[src/rtl/botoes_pkg.sv]
// Shared definitions for the pushbutton controller: per-channel FSM encoding
// and the counter sizing helper.
`timescale 1ns/1ps
package botoes_pkg;

    typedef enum logic [1:0] {
        OCIOSO      = 2'd0,
        DEB_PRESS   = 2'd1,
        PRESSIONADO = 2'd2,
        DEB_SOLTA   = 2'd3
    } estado_e;

    // One extra bit so the counter can hold the parameter value itself.
    function automatic int largura_cnt(input int valor);
        return $clog2(valor) + 1;
    endfunction

endpackage

[src/rtl/botao_canal.sv]
// One button channel: two-flop synchroniser, press/release debouncer,
// hold timer with long-press and auto-repeat pulses. All outputs registered.
`timescale 1ns/1ps
module botao_canal
    import botoes_pkg::*;
#(
    parameter int DEBOUNCE_CICLOS = 16,
    parameter int LONGO_CICLOS    = 1024,
    parameter int REPETE_CICLOS   = 256,
    parameter int ATIVO_BAIXO     = 1
) (
    input  logic clk,
    input  logic rst_n,
    input  logic b_in_i,
    output logic pulso_o,
    output logic solto_o,
    output logic hold_o,
    output logic longo_o,
    output logic repete_o
);

    localparam int W_DEB   = largura_cnt(DEBOUNCE_CICLOS);
    localparam int W_LONGO = largura_cnt(LONGO_CICLOS);
    localparam int W_REP   = largura_cnt(REPETE_CICLOS);

    localparam logic               NIVEL_SOLTO = (ATIVO_BAIXO != 0) ? 1'b1 : 1'b0;
    localparam logic [W_DEB-1:0]   DEB_ULT     = W_DEB'(DEBOUNCE_CICLOS - 1);
    localparam logic [W_LONGO-1:0] LONGO_MAX   = W_LONGO'(LONGO_CICLOS);
    localparam logic [W_LONGO-1:0] LONGO_ULT   = W_LONGO'(LONGO_CICLOS - 1);
    localparam logic [W_LONGO-1:0] LONGO_PEN   = W_LONGO'(LONGO_CICLOS - 2);
    localparam logic [W_REP-1:0]   REP_ULT     = W_REP'(REPETE_CICLOS - 1);
    localparam bit                 REP_ATIVO   = (REPETE_CICLOS > 0);

    logic [1:0]         sync_q;
    estado_e            estado_q, estado_d;
    logic [W_DEB-1:0]   deb_q, deb_d;
    logic [W_LONGO-1:0] hold_q, hold_d;
    logic [W_REP-1:0]   rep_q, rep_d;
    logic               pulso_q, pulso_d;
    logic               solto_q, solto_d;
    logic               hold_out_q, hold_out_d;
    logic               longo_q, longo_d;
    logic               repete_q, repete_d;
    logic               pressionado;

    assign pressionado = sync_q[1] ^ NIVEL_SOLTO;

    // Synchroniser, FSM state, counters and registered outputs.
    always_ff @(posedge clk or negedge rst_n) begin
        if (!rst_n) begin
            sync_q     <= {2{NIVEL_SOLTO}};
            estado_q   <= OCIOSO;
            deb_q      <= '0;
            hold_q     <= '0;
            rep_q      <= '0;
            pulso_q    <= 1'b0;
            solto_q    <= 1'b0;
            hold_out_q <= 1'b0;
            longo_q    <= 1'b0;
            repete_q   <= 1'b0;
        end else begin
            sync_q     <= {sync_q[0], b_in_i};
            estado_q   <= estado_d;
            deb_q      <= deb_d;
            hold_q     <= hold_d;
            rep_q      <= rep_d;
            pulso_q    <= pulso_d;
            solto_q    <= solto_d;
            hold_out_q <= hold_out_d;
            longo_q    <= longo_d;
            repete_q   <= repete_d;
        end
    end

    // Next-state logic and pulse generation for the channel FSM.
    always_comb begin
        estado_d = estado_q;
        deb_d    = deb_q;
        hold_d   = hold_q;
        rep_d    = rep_q;
        pulso_d  = 1'b0;
        solto_d  = 1'b0;
        longo_d  = 1'b0;
        repete_d = 1'b0;
        case (estado_q)
            OCIOSO: begin
                hold_d = '0;
                rep_d  = '0;
                if (pressionado) begin
                    estado_d = DEB_PRESS;
                    deb_d    = W_DEB'(1);
                end else begin
                    deb_d = '0;
                end
            end
            DEB_PRESS: begin
                if (!pressionado) begin
                    estado_d = OCIOSO;
                    deb_d    = '0;
                end else if (deb_q == DEB_ULT) begin
                    estado_d = PRESSIONADO;
                    pulso_d  = 1'b1;
                    deb_d    = '0;
                    hold_d   = '0;
                    rep_d    = '0;
                end else begin
                    deb_d = deb_q + 1'b1;
                end
            end
            PRESSIONADO: begin
                if (!pressionado) begin
                    estado_d = DEB_SOLTA;
                    deb_d    = W_DEB'(1);
                end else begin
                    deb_d = '0;
                end
                // The hold timer runs on every pressed cycle, including the one that starts a release.
                if (hold_q < LONGO_MAX) begin
                    hold_d  = hold_q + 1'b1;
                    longo_d = (hold_q == LONGO_PEN);
                end else begin
                    hold_d = hold_q;
                end
                if (REP_ATIVO && (hold_q >= LONGO_ULT)) begin
                    if (rep_q == REP_ULT) begin
                        repete_d = 1'b1;
                        rep_d    = '0;
                    end else begin
                        rep_d = rep_q + 1'b1;
                    end
                end else begin
                    rep_d = rep_q;
                end
            end
            DEB_SOLTA: begin
                if (pressionado) begin
                    estado_d = PRESSIONADO;
                    deb_d    = '0;
                end else if (deb_q == DEB_ULT) begin
                    estado_d = OCIOSO;
                    solto_d  = 1'b1;
                    deb_d    = '0;
                    hold_d   = '0;
                    rep_d    = '0;
                end else begin
                    deb_d = deb_q + 1'b1;
                end
            end
            default: begin
                estado_d = OCIOSO;
                deb_d    = '0;
                hold_d   = '0;
                rep_d    = '0;
            end
        endcase
        hold_out_d = (estado_d == PRESSIONADO) || (estado_d == DEB_SOLTA);
    end

    assign pulso_o  = pulso_q;
    assign solto_o  = solto_q;
    assign hold_o   = hold_out_q;
    assign longo_o  = longo_q;
    assign repete_o = repete_q;

endmodule

[src/rtl/controlador_botoes.sv]
// Multi-channel pushbutton controller: one independent botao_canal per button,
// outputs gathered into per-function buses.
`timescale 1ns/1ps
module controlador_botoes
    import botoes_pkg::*;
#(
    parameter int N_BOTOES        = 4,
    parameter int DEBOUNCE_CICLOS = 16,
    parameter int LONGO_CICLOS    = 1024,
    parameter int REPETE_CICLOS   = 256,
    parameter int ATIVO_BAIXO     = 1
) (
    input  logic                clk,
    input  logic                rst_n,
    input  logic [N_BOTOES-1:0] b_in,
    output logic [N_BOTOES-1:0] b_pulso,
    output logic [N_BOTOES-1:0] b_solto,
    output logic [N_BOTOES-1:0] b_hold_out,
    output logic [N_BOTOES-1:0] b_longo,
    output logic [N_BOTOES-1:0] b_repete
);

    for (genvar g = 0; g < N_BOTOES; g++) begin : g_canal
        botao_canal #(
            .DEBOUNCE_CICLOS(DEBOUNCE_CICLOS),
            .LONGO_CICLOS   (LONGO_CICLOS),
            .REPETE_CICLOS  (REPETE_CICLOS),
            .ATIVO_BAIXO    (ATIVO_BAIXO)
        ) u_canal (
            .clk     (clk),
            .rst_n   (rst_n),
            .b_in_i  (b_in[g]),
            .pulso_o (b_pulso[g]),
            .solto_o (b_solto[g]),
            .hold_o  (b_hold_out[g]),
            .longo_o (b_longo[g]),
            .repete_o(b_repete[g])
        );
    end

endmodule

[config.mk]
export PLATFORM = sky130hd
export DESIGN_NAME = controlador_botoes
export DESIGN_NICKNAME = d
export VERILOG_FILES = /design/src/rtl/botoes_pkg.sv /design/src/rtl/botao_canal.sv /design/src/rtl/controlador_botoes.sv
export SDC_FILE = /design/constraint.sdc
export NUM_CORES = 1
export LEC_CHECK = 0
export BUFFER_PORTS_ARGS = -buffer_cell sky130_fd_sc_hd__buf_2
export CORE_MARGIN = 2
export CORE_UTILIZATION = 58
export CTS_CLUSTER_SIZE = 8
export DETAILED_ROUTE_END_ITERATION = 7
export PLACE_DENSITY_LB_ADDON = 0.05
export REMOVE_ABC_BUFFERS = 1
export SETUP_SLACK_MARGIN = 0.4
export SYNTH_ARGS = -nofsm -noshare
export SYNTH_HDL_FRONTEND = slang
export SYNTH_SLANG_ARGS = --single-unit
export TNS_END_PERCENT = 100
[constraint.sdc]
create_clock -name clk -period 4.6 [get_ports clk]
set_input_delay 0.69 -clock clk [delete_from_list [all_inputs] [get_ports clk]]
set_output_delay 0.69 -clock clk [all_outputs]
set_load 0.01 [all_outputs]
======== Yosys cells after proc, flatten, opt, wreduce, memory -nomap -nowiden ========
Cells that the tools add are included.
word-level totals
  bits in registers ....................... 136
  input port bits ......................... 6
  output and inout bits ................... 20
  word-level logic and storage cells ...... 260
operators by class
  add/sub/neg operators ................... 12
  $lt $le $gt $ge ......................... 8
  equal/unequal tests ..................... 48
  mux-type cells .......................... 136
  reduce and logical (&&, ||, !) cells .... 16
operators with widths
  kind                                                   number
  two-way mux 9 bit                                      20
  two-way mux 11 bit                                     16
  case mux 11 bit (4 select lines)                       4
  case mux 9 bit (4 select lines)                        4
  case mux 5 bit (4 select lines)                        4
  two-way mux 5 bit                                      12
  two-way mux 1 bit                                      48
  two-way mux 2 bit                                      24
  adder 11 x 1 -> 11 bit, second input constant          4
  == test 11 x 10 -> 1 bit, second input constant        4
  >= comparator 11 x 10 -> 1 bit, second input constant  4
  less-than comparator 11 bit, second input constant     4
  adder 9 x 1 -> 9 bit, second input constant            4
  == test 9 x 8 -> 1 bit, second input constant          4
  == test 2 bit, second input constant                   16
  case mux 2 bit (4 select lines)                        4
  != test 2 x 1 -> 1 bit, second input constant          12
  AND reduction 3 bit                                    8
  adder 5 x 1 -> 5 bit, second input constant            4
  == test 5 x 4 -> 1 bit, second input constant          4
  == test 2 x 1 -> 1 bit, second input constant          4
  zero test 2 bit                                        4
  != test 2 bit, second input constant                   4
  logical OR 1 bit                                       4

======== Longest topological paths before layout ========
Gate-level depths: netlist (run 1).
  depth after elaboration ................. 6
  mapped depth ............................ 6
  gate-level depth less buffers ........... 5

======== Hierarchy ========
From an unflattened synthesis (run 1), not the netlist that was laid out.
second synthesis, totals
  cells, all modules ...................... 690
  area total of the unflattened synthesis .. 6959.2 um^2
modules (own cells, without submodules)
  module                                instances  cells an instance  area each (um^2)  seq. area each (um^2)
  botao_canal (g_canal[0].u_canal ...)  3          173                1736.7            828.3
  botao_canal (g_canal[3].u_canal)      1          171                1749.2            853.3

======== Worst setup path after synthesis (run 1) ========
OpenSTA, ideal clock, no wires.
  path type ............................... register to register
  start ................................... register g_canal[0].u_canal.hold_q[0]
  end ..................................... register g_canal[0].u_canal.rep_q[2]
  library setup time ...................... 0.126 ns
  arrival time ............................ 1.666 ns
  required time ........................... 4.474 ns
  setup slack ............................. 2.808 ns
  stages on the path, launching flop included .. 6
  buffers on the path ..................... 0
  clock period less this slack ............ 1.792 ns
  path through ............................ dfrtp_1 ha_1 a21oi_1 nor4b_2 o21ai_2 a221o_1
between the ends
  cells in the longest elaborated chain, start to end .. 3
RTL lines
  element                                  RTL line            RTL
  start: declaration                       botao_canal.sv:37   logic [W_LONGO-1:0] hold_q, hold_d;
  start signal: assignment                 botao_canal.sv:65   hold_q <= hold_d;
  >= comparator 11 x 10 -> 1 bit           botao_canal.sv:124  if (REP_ATIVO && (hold_q >= LONGO_ULT)) begin
  != test 2 x 1 -> 1 bit (no source line)  -
  AND reduction 3 bit (no source line)     -
  end signal: assignment                   botao_canal.sv:66   rep_q <= rep_d;
  end: declaration                         botao_canal.sv:38   logic [W_REP-1:0] rep_q, rep_d;
Every way passes these cells.
A chain may end at the register's enable or synchronous reset.

======== Worst setup path after layout (run 1) ========
  start ................................... register g_canal[1].u_canal.deb_q[0]
  end ..................................... register g_canal[1].u_canal.hold_q[7]
between the ends
  cells in the longest elaborated chain, start to end .. 4
  elaborated cells between the ends (all ways) .. 5
  classes of those cells .................. 1 x eq/ne; 4 x mux
RTL lines
  element                                       RTL line                                RTL
  start: declaration                            botao_canal.sv:36                       logic [W_DEB-1:0] deb_q, deb_d;
  start signal: assignment                      botao_canal.sv:53                       deb_q <= '0;
  start signal: assignment                      botao_canal.sv:64                       deb_q <= deb_d;
  == test 5 x 4 -> 1 bit *                      botao_canal.sv:100, botao_canal.sv:139
  two-way mux 11 bit *                          -
  two-way mux 11 bit, on equally long branches  -
  case mux 11 bit (4 select lines) *            -
  end signal: assignment                        botao_canal.sv:65
  end: declaration                              botao_canal.sv:37
Mark *: on every way between the ends. The rest lies on a longest branch, timed or not. The select of a mux whose other input is x is not followed.

==> results.yml, run 1 <==
outcome:
  status: "complete, no violations"
finish:
  drive_above_1_share_pct: 11.5
  areaGrowthSynthToFinish_pct: 9.76
  antenna_cells: 0
  finalNetCount: 756
  fillCellCount: 1002
sta:
  relSlewSlack_pct: 36.8
  drv_slew: 0
  hold_viol: 0
  max_freq_mhz: 462
  finalClockSkew_ps: 7.02
  worstMarginPinSlew_ps: 948
  finalSetupViolations: 0
  fin_tns_setup_ps: 0
  period_share_pct: 47.1
  rsz0062_at_grt: "no"
  min_period_ps: 2160
floorplanning:
  die_w_um: 116
  start_util_pct: 59.8
  rows: 40
  coreArea_sq_mm: 0.0121
  die-area_sq_mm: 0.0134
  die_y_um: 116
  ios: 26
yosys:
  avgSynthCellArea_sq_um: 9.85
  yosys_register_bits: 136
  ys.flop_type: "dfrtp_1"
  syn_inst: 735
  yosys_warnings: 0
  ys_types: 80
  ys_async_sr_fraction_pct: 100
  yosysSeqAreaShare_pct: 47.1
  syn_area_sq_mm: 0.00724
  synth_edf_count: 0
clock_network:
  path_clk_slew_ps: 60
  root_buffer: "clkbuf_16"
  post-cts-setup-buffers: 0
  cts_buffers: 17
  cts.sinks: 136
  clkLatencyLatePin_ps: 430
  hold_buffers: 0
  cts_tree: "built"
  htree_levels: 4
  ctsResizeCount: 0
  clk_path_buf_depth: 2
worst_setup_path:
  reg2reg_to: "g_canal[1].u_canal.hold_q[7]"
  arrival_ps: 2510
  cp-start-kind: "flop"
  r2r_slack_ps: 2440
  cp_data_required_time_ps: 4950
  reg2reg_from: "g_canal[1].u_canal.deb_q[0]"
  r2r_cells: 5
  path_class: "flop to flop"
  worst-path-max-fanout: 14
  end_kind: "flop"
  cp-startpoint: "g_canal[1].u_canal.deb_q[0]"
  crit_path_end: "g_canal[1].u_canal.hold_q[7]"
flow_run:
  drv_cap: 0
power:
  seq_power_share_pct: 44.9
  p_total_w: 0.00273
  clockPowerShare_pct: 52.2
  leakagePower_nw: 3.48
  vdd_drop_max_mv: 0.293
  power_frac_comb_pct: 2.9
  switching_share_pct: 21.2
  power.density_mw_per_mm2: 343
  switchingPower_w: 0.000577
  internal-power_w: 0.00215
route:
  viasPerCell: 6.13
  drt-initial-drc-count: 525
  vias: 5609
  wl_per_cell_um: 16.0
  first_pass_iters: 5
  drt-total-wl_um: 14700
  ant_nets: 0
  drc: 0
placement:
  hpwlAfterDp_um: 9920
  gp_congestion: 0.881
  io_buffers: 25
grt:
  grt_max_degree: 108
  antenna_found_initial: 0
  grt.overflow.total: 0
  grt_util_all_layers_pct: 23.8
  grt_pass1_wl_um: 25400
  grt_pass1_vias: 5424
hold_path:
  hold_path_class: "flop to flop"
cell usage in the layout (no fill, tap or decap), types with 9 or more instances in the layout:
| cell type | count |
|---|---|
| dfrtp_1 | 128 |
| o21ai_0 | 20 |
| o21a_1 | 9 |
| o211ai_1 | 11 |
| o21ai_1 | 14 |
| a22o_1 | 10 |
| nor2_1 | 46 |
| nor3_1 | 22 |
| clkbuf_16 | 17 |
| nor4_1 | 13 |
| o31ai_1 | 15 |
| nand2_1 | 56 |
| nand2b_1 | 14 |
| ha_1 | 16 |
| xor2_1 | 10 |
| inv_1 | 18 |
| and3_1 | 21 |
| buf_2 | 24 |
| nand3_1 | 50 |
| mux2i_1 | 11 |
| nand4_1 | 13 |
| a21oi_1 | 42 |
worst min path at each step:
stage	cells past startpoint	end	from	slack, ps
global route	1	g_canal[2].u_canal.sync_q[0]	b_in[2]	340
finish	0	g_canal[3].u_canal.sync_q[1]	g_canal[3].u_canal.sync_q[0]	360
detailed placement	0	g_canal[2].u_canal.sync_q[1]	g_canal[2].u_canal.sync_q[0]	350
global placement	0	g_canal[1].u_canal.sync_q[1]	g_canal[1].u_canal.sync_q[0]	350
floorplan	0	g_canal[0].u_canal.sync_q[1]	g_canal[0].u_canal.sync_q[0]	350
CTS	1	g_canal[0].u_canal.sync_q[0]	b_in[0]	340
power by group through the flow:
stage / combinational [W] / sequential (W) / clock [W]
floorplan: 0.0000415 / 0.00124 / 0
global route: 0.0000913 / 0.00123 / 0.00152
finish: 0.0000787 / 0.00123 / 0.00142
detailed placement: 0.0000802 / 0.00125 / 0
CTS: 0.0000806 / 0.00122 / 0.00146
global placement: 0.0000777 / 0.00124 / 0
routing by layer:
layer	share of wire [%]	track usage (%)
met1	48	31.8
met4	1.2	9.05
met3	3.4	6.43
met5	0	0
met2	47	37.6
synth_stat cells (all sizes together) (3+ instances only):
cell type  count  area [sq um]
dfstp          8           210
xor2          10          87.6
and4b          5          50.1
clkbuf        12          45.0
ha            16           200
o41ai          5          77.6
nor2          46           173
buf           34           219
nand4         13          81.3
a22o          10          87.6
o2111ai        4          35.0
inv           19          71.3
nand3b         8          60.1
xnor2          7          61.3
dfrtp        128          3200
o211a          3          30.0
and3          22           139
or3            7          43.8
nor3b          8          70.1
o21a           9          67.6
a21boi         6          48.8
o211ai        11          82.6
o31a           3          26.3
or2            5          31.3
mux2           3          33.8
nor2b          6          37.5
nor4          13          81.3
o31ai         16           134
a21oi         42           210
o22ai          3          18.8
or4            8          60.1
nand2b        15          96.3
nand2         57           216
mux2i         11           110
nand3         51           268
o21ai         35           179
a221o          8          80.1
a31oi          4          25.0
nor3          22           110
a21o           5          37.5
a211o          3          26.3
and4           4          35.0
nand4b         4          35.0
metrics by stage:
stage          worst slack, ps  cells  instance area, sq um  hold WS, ps  util [%]
3_3_place_gp              2560    883                  7330          346      60.5
6_report                  2440    915                  7950          355      65.6
3_5_place_dp              2440    883                  7330          347      60.5
5_1_grt                   2210    915                  7950          343      65.6
2_1_floorplan             2750    689                  6980          345         -
4_1_cts                   2430    915                  7950          343      65.6
sequential cells by signal, summed over array words and instances, names as in the netlist:
signal and count:
g_canal.u_canal.estado_q 8, g_canal.u_canal.hold_q 44, g_canal.u_canal.rep_q 36, g_canal.u_canal.pulso_o 4, g_canal.u_canal.repete_o 4, g_canal.u_canal.longo_o 4, g_canal.u_canal.hold_o 4, g_canal.u_canal.solto_o 4
g_canal.u_canal.sync_q 8, g_canal.u_canal.deb_q 20
critical path, stage by stage (launching register included):
cell and delay [ps]:
dfrtp_1 380, ha_1 220, and4b_1 460, o21ai_1 410, a2111o_1 480, a21oi_1 140
final cells by class:
cell class | instances | area [sq um] | area share [%]
clock buffer | 20 | 447 | 5.62
clock inverter | 12 | 175 | 2.20
inverter | 19 | 71.3 | 0.897
multi-input combinational | 534 | 3490 | 44.0
sequential | 136 | 3410 | 42.9
tap | 168 | 210 | 2.64
timing repair buffer | 26 | 139 | 1.75
cell families after synthesis:
| group | count (synthesis) | synth area share (%) |
|---|---|---|
| buffers and inverters | 65 | 4.63 |
| flip-flops | 136 | 47.1 |
| AO/OA/AOI/OAI | 184 | 18.4 |
| XOR/XNOR | 17 | 2.06 |
| AND/OR/NAND/NOR | 303 | 23.0 |
| adder cells (fa/ha/maj) | 16 | 2.76 |
| multiplexers | 14 | 1.99 |
Note: power is estimated with default switching activity, not from simulation.
==> run 2: changes to the inputs <==
clock period = 2 ns   (was 4.6 ns; I/O delays follow)
==> results.yml, run 2 (synthesis gave the netlist of run 1 again) <==
grt:
  grt_max_degree: 43
  grt_pass1_wl_um: 28800
  grt_pass1_vias: 6190
  grt_util_all_layers_pct: 26.9
  antenna_found_initial: 0
  grt.overflow.total: 0
clock_network:
  path_clk_slew_ps: 60
  cts_buffers: 17
  clkLatencyLatePin_ps: 430
  clk_path_buf_depth: 2
  cts_tree: "built"
  root_buffer: "clkbuf_16"
  cts.sinks: 136
  htree_levels: 4
floorplanning:
  die_w_um: 116
  rows: 40
  start_util_pct: 59.8
  die-area_sq_mm: 0.0134
  die_y_um: 116
  coreArea_sq_mm: 0.0121
  ios: 26
worst_setup_path:
  path_class: "flop to flop"
  worst-path-max-fanout: 6
  cp_data_required_time_ps: 2320
  arrival_ps: 2040
  cp-start-kind: "flop"
  end_kind: "flop"
route:
  met3WireLength_um: 916
  vias: 6528
  drt-initial-drc-count: 640
  top_layer_used: "met4"
  wl_per_cell_um: 18.4
  ant_nets: 0
  viasPerCell: 6.21
  first_pass_iters: 5
  drc: 0
  met1_length_um: 8090
  drt-total-wl_um: 19300
  met2_length_um: 9990
sta:
  worstMarginPinSlew_ps: 440
  min_period_ps: 1730
  drv_slew: 0
  relSlewSlack_pct: 70.5
  hold_viol: 0
  rsz0062_at_grt: "yes"
  max_freq_mhz: 579
  period_share_pct: 86.4
  fin_tns_setup_ps: 0
  finalSetupViolations: 0
  finalClockSkew_ps: 6.55
finish:
  fin_area_sq_mm: 0.00982
  largest_register_ffs: 44
  final_common_cell: "buf_4"
  fin_cells: 1051
  top_regs: "g_canal.u_canal.hold_q (44), g_canal.u_canal.rep_q (36), g_canal.u_canal.deb_q (20)"
  finalNetCount: 892
  drive_above_1_share_pct: 37.9
  areaGrowthSynthToFinish_pct: 35.5
  antenna_cells: 0
  final_cell_mix: "buf_4, dfrtp_1, nand2_1"
  regMostFlops: "g_canal.u_canal.hold_q"
power:
  vdd_drop_max_mv: 0.656
  leakagePower_nw: 4.24
  power.density_mw_per_mm2: 663
hold_path:
  hold_path_class: "input pin to asynchronous set/reset pin"
placement:
  gp_congestion: 0.876
  placed_area_sq_mm: 0.00762
  dp_cells: 918
  io_buffers: 25
  hpwlAfterDp_um: 10500
flow_run:
  drv_cap: 0
outcome:
  status: "complete, no violations"
## run 2: cell count changes in the layout (fill, tap and decap cells not counted), sizes merged
| cell | change |
|---|---|
| o21ai | +1 |
| a21boi | +1 |
| o31ai | +1 |
| clkbuf | -2 |
| clkinvlp | +1 |
| buf | +128 |
| dlygate4sd3 | +5 |
| inv | +1 |
## run 2: worst paths after layout
path,start,end,slack [ps],cells after the start
setup / recovery,g_canal[1].u_canal.estado_q[1],g_canal[1].u_canal.rep_q[6],270,5
hold / removal,rst_n,g_canal[2].u_canal.hold_q[4],350,2
setup reg to reg,g_canal[1].u_canal.estado_q[1],g_canal[1].u_canal.rep_q[6],270,5
hold reg to reg,g_canal[2].u_canal.sync_q[0],g_canal[2].u_canal.sync_q[1],350,0
max in group asynchronous,rst_n,g_canal[3].u_canal.sync_q[0],1030,3
min in group clk,g_canal[2].u_canal.sync_q[0],g_canal[2].u_canal.sync_q[1],350,0
## run 2: layout make-up
type	instances	area (sq um)
Tap cell	168	210
Inverter	19	71.3
Timing Repair Buffer	159	1220
Multi-Input combinational cell	537	4240
Sequential cell	136	3430
Fill cell	693	2290
Clock buffer	18	439
Clock inverter	14	199
## run 2: what timing repair did
item,CTS,global route
pin swaps,44,55
hold buffers,5,0
endpoints found under the hold margin,38,0
setup endpoints to repair,67,66
cloned,2,1
resized for setup,84,90
buffers inserted,54,39
## run 2: layer usage
metal | GRT usage, % | up-vias
met3 | 6.33 | 42
li1 | - | 3003
met2 | 44.9 | 231
met4 | 8.81 | 0
met1 | 34.9 | 3252
met5 | 0 | -
## run 2: power by group
group          internal (W)  leakage [nW]  switching [W]
clock               0.00213         0.299        0.00124
sequential          0.00278          1.83      0.0000307
combinational      0.000136          2.11       0.000188
total               0.00504          4.24        0.00146
## run 2: critical path, stage by stage (launching register included)
cell and delay, ps:
dfrtp_2 420, or3b_4 430, a41oi_4 360, buf_6 160
nor2_4 30, a22o_1 210
## run 2: per-stage QoR
| step | hold WS (ps) | setup slack, ps | util, % | total power, W |
|---|---|---|---|---|
| 3_3_place_gp | 230 | 220 | 62.9 | 0.00307 |
| 6_report | 352 | 272 | 81.1 | 0.00651 |
| 5_1_grt | 357 | 210 | 81.1 | 0.00670 |
| 2_1_floorplan | 4.41 | 148 | - | 0.00295 |
| 3_5_place_dp | 238 | 105 | 62.9 | 0.00307 |
| 4_1_cts | 357 | 338 | 75.0 | 0.00647 |
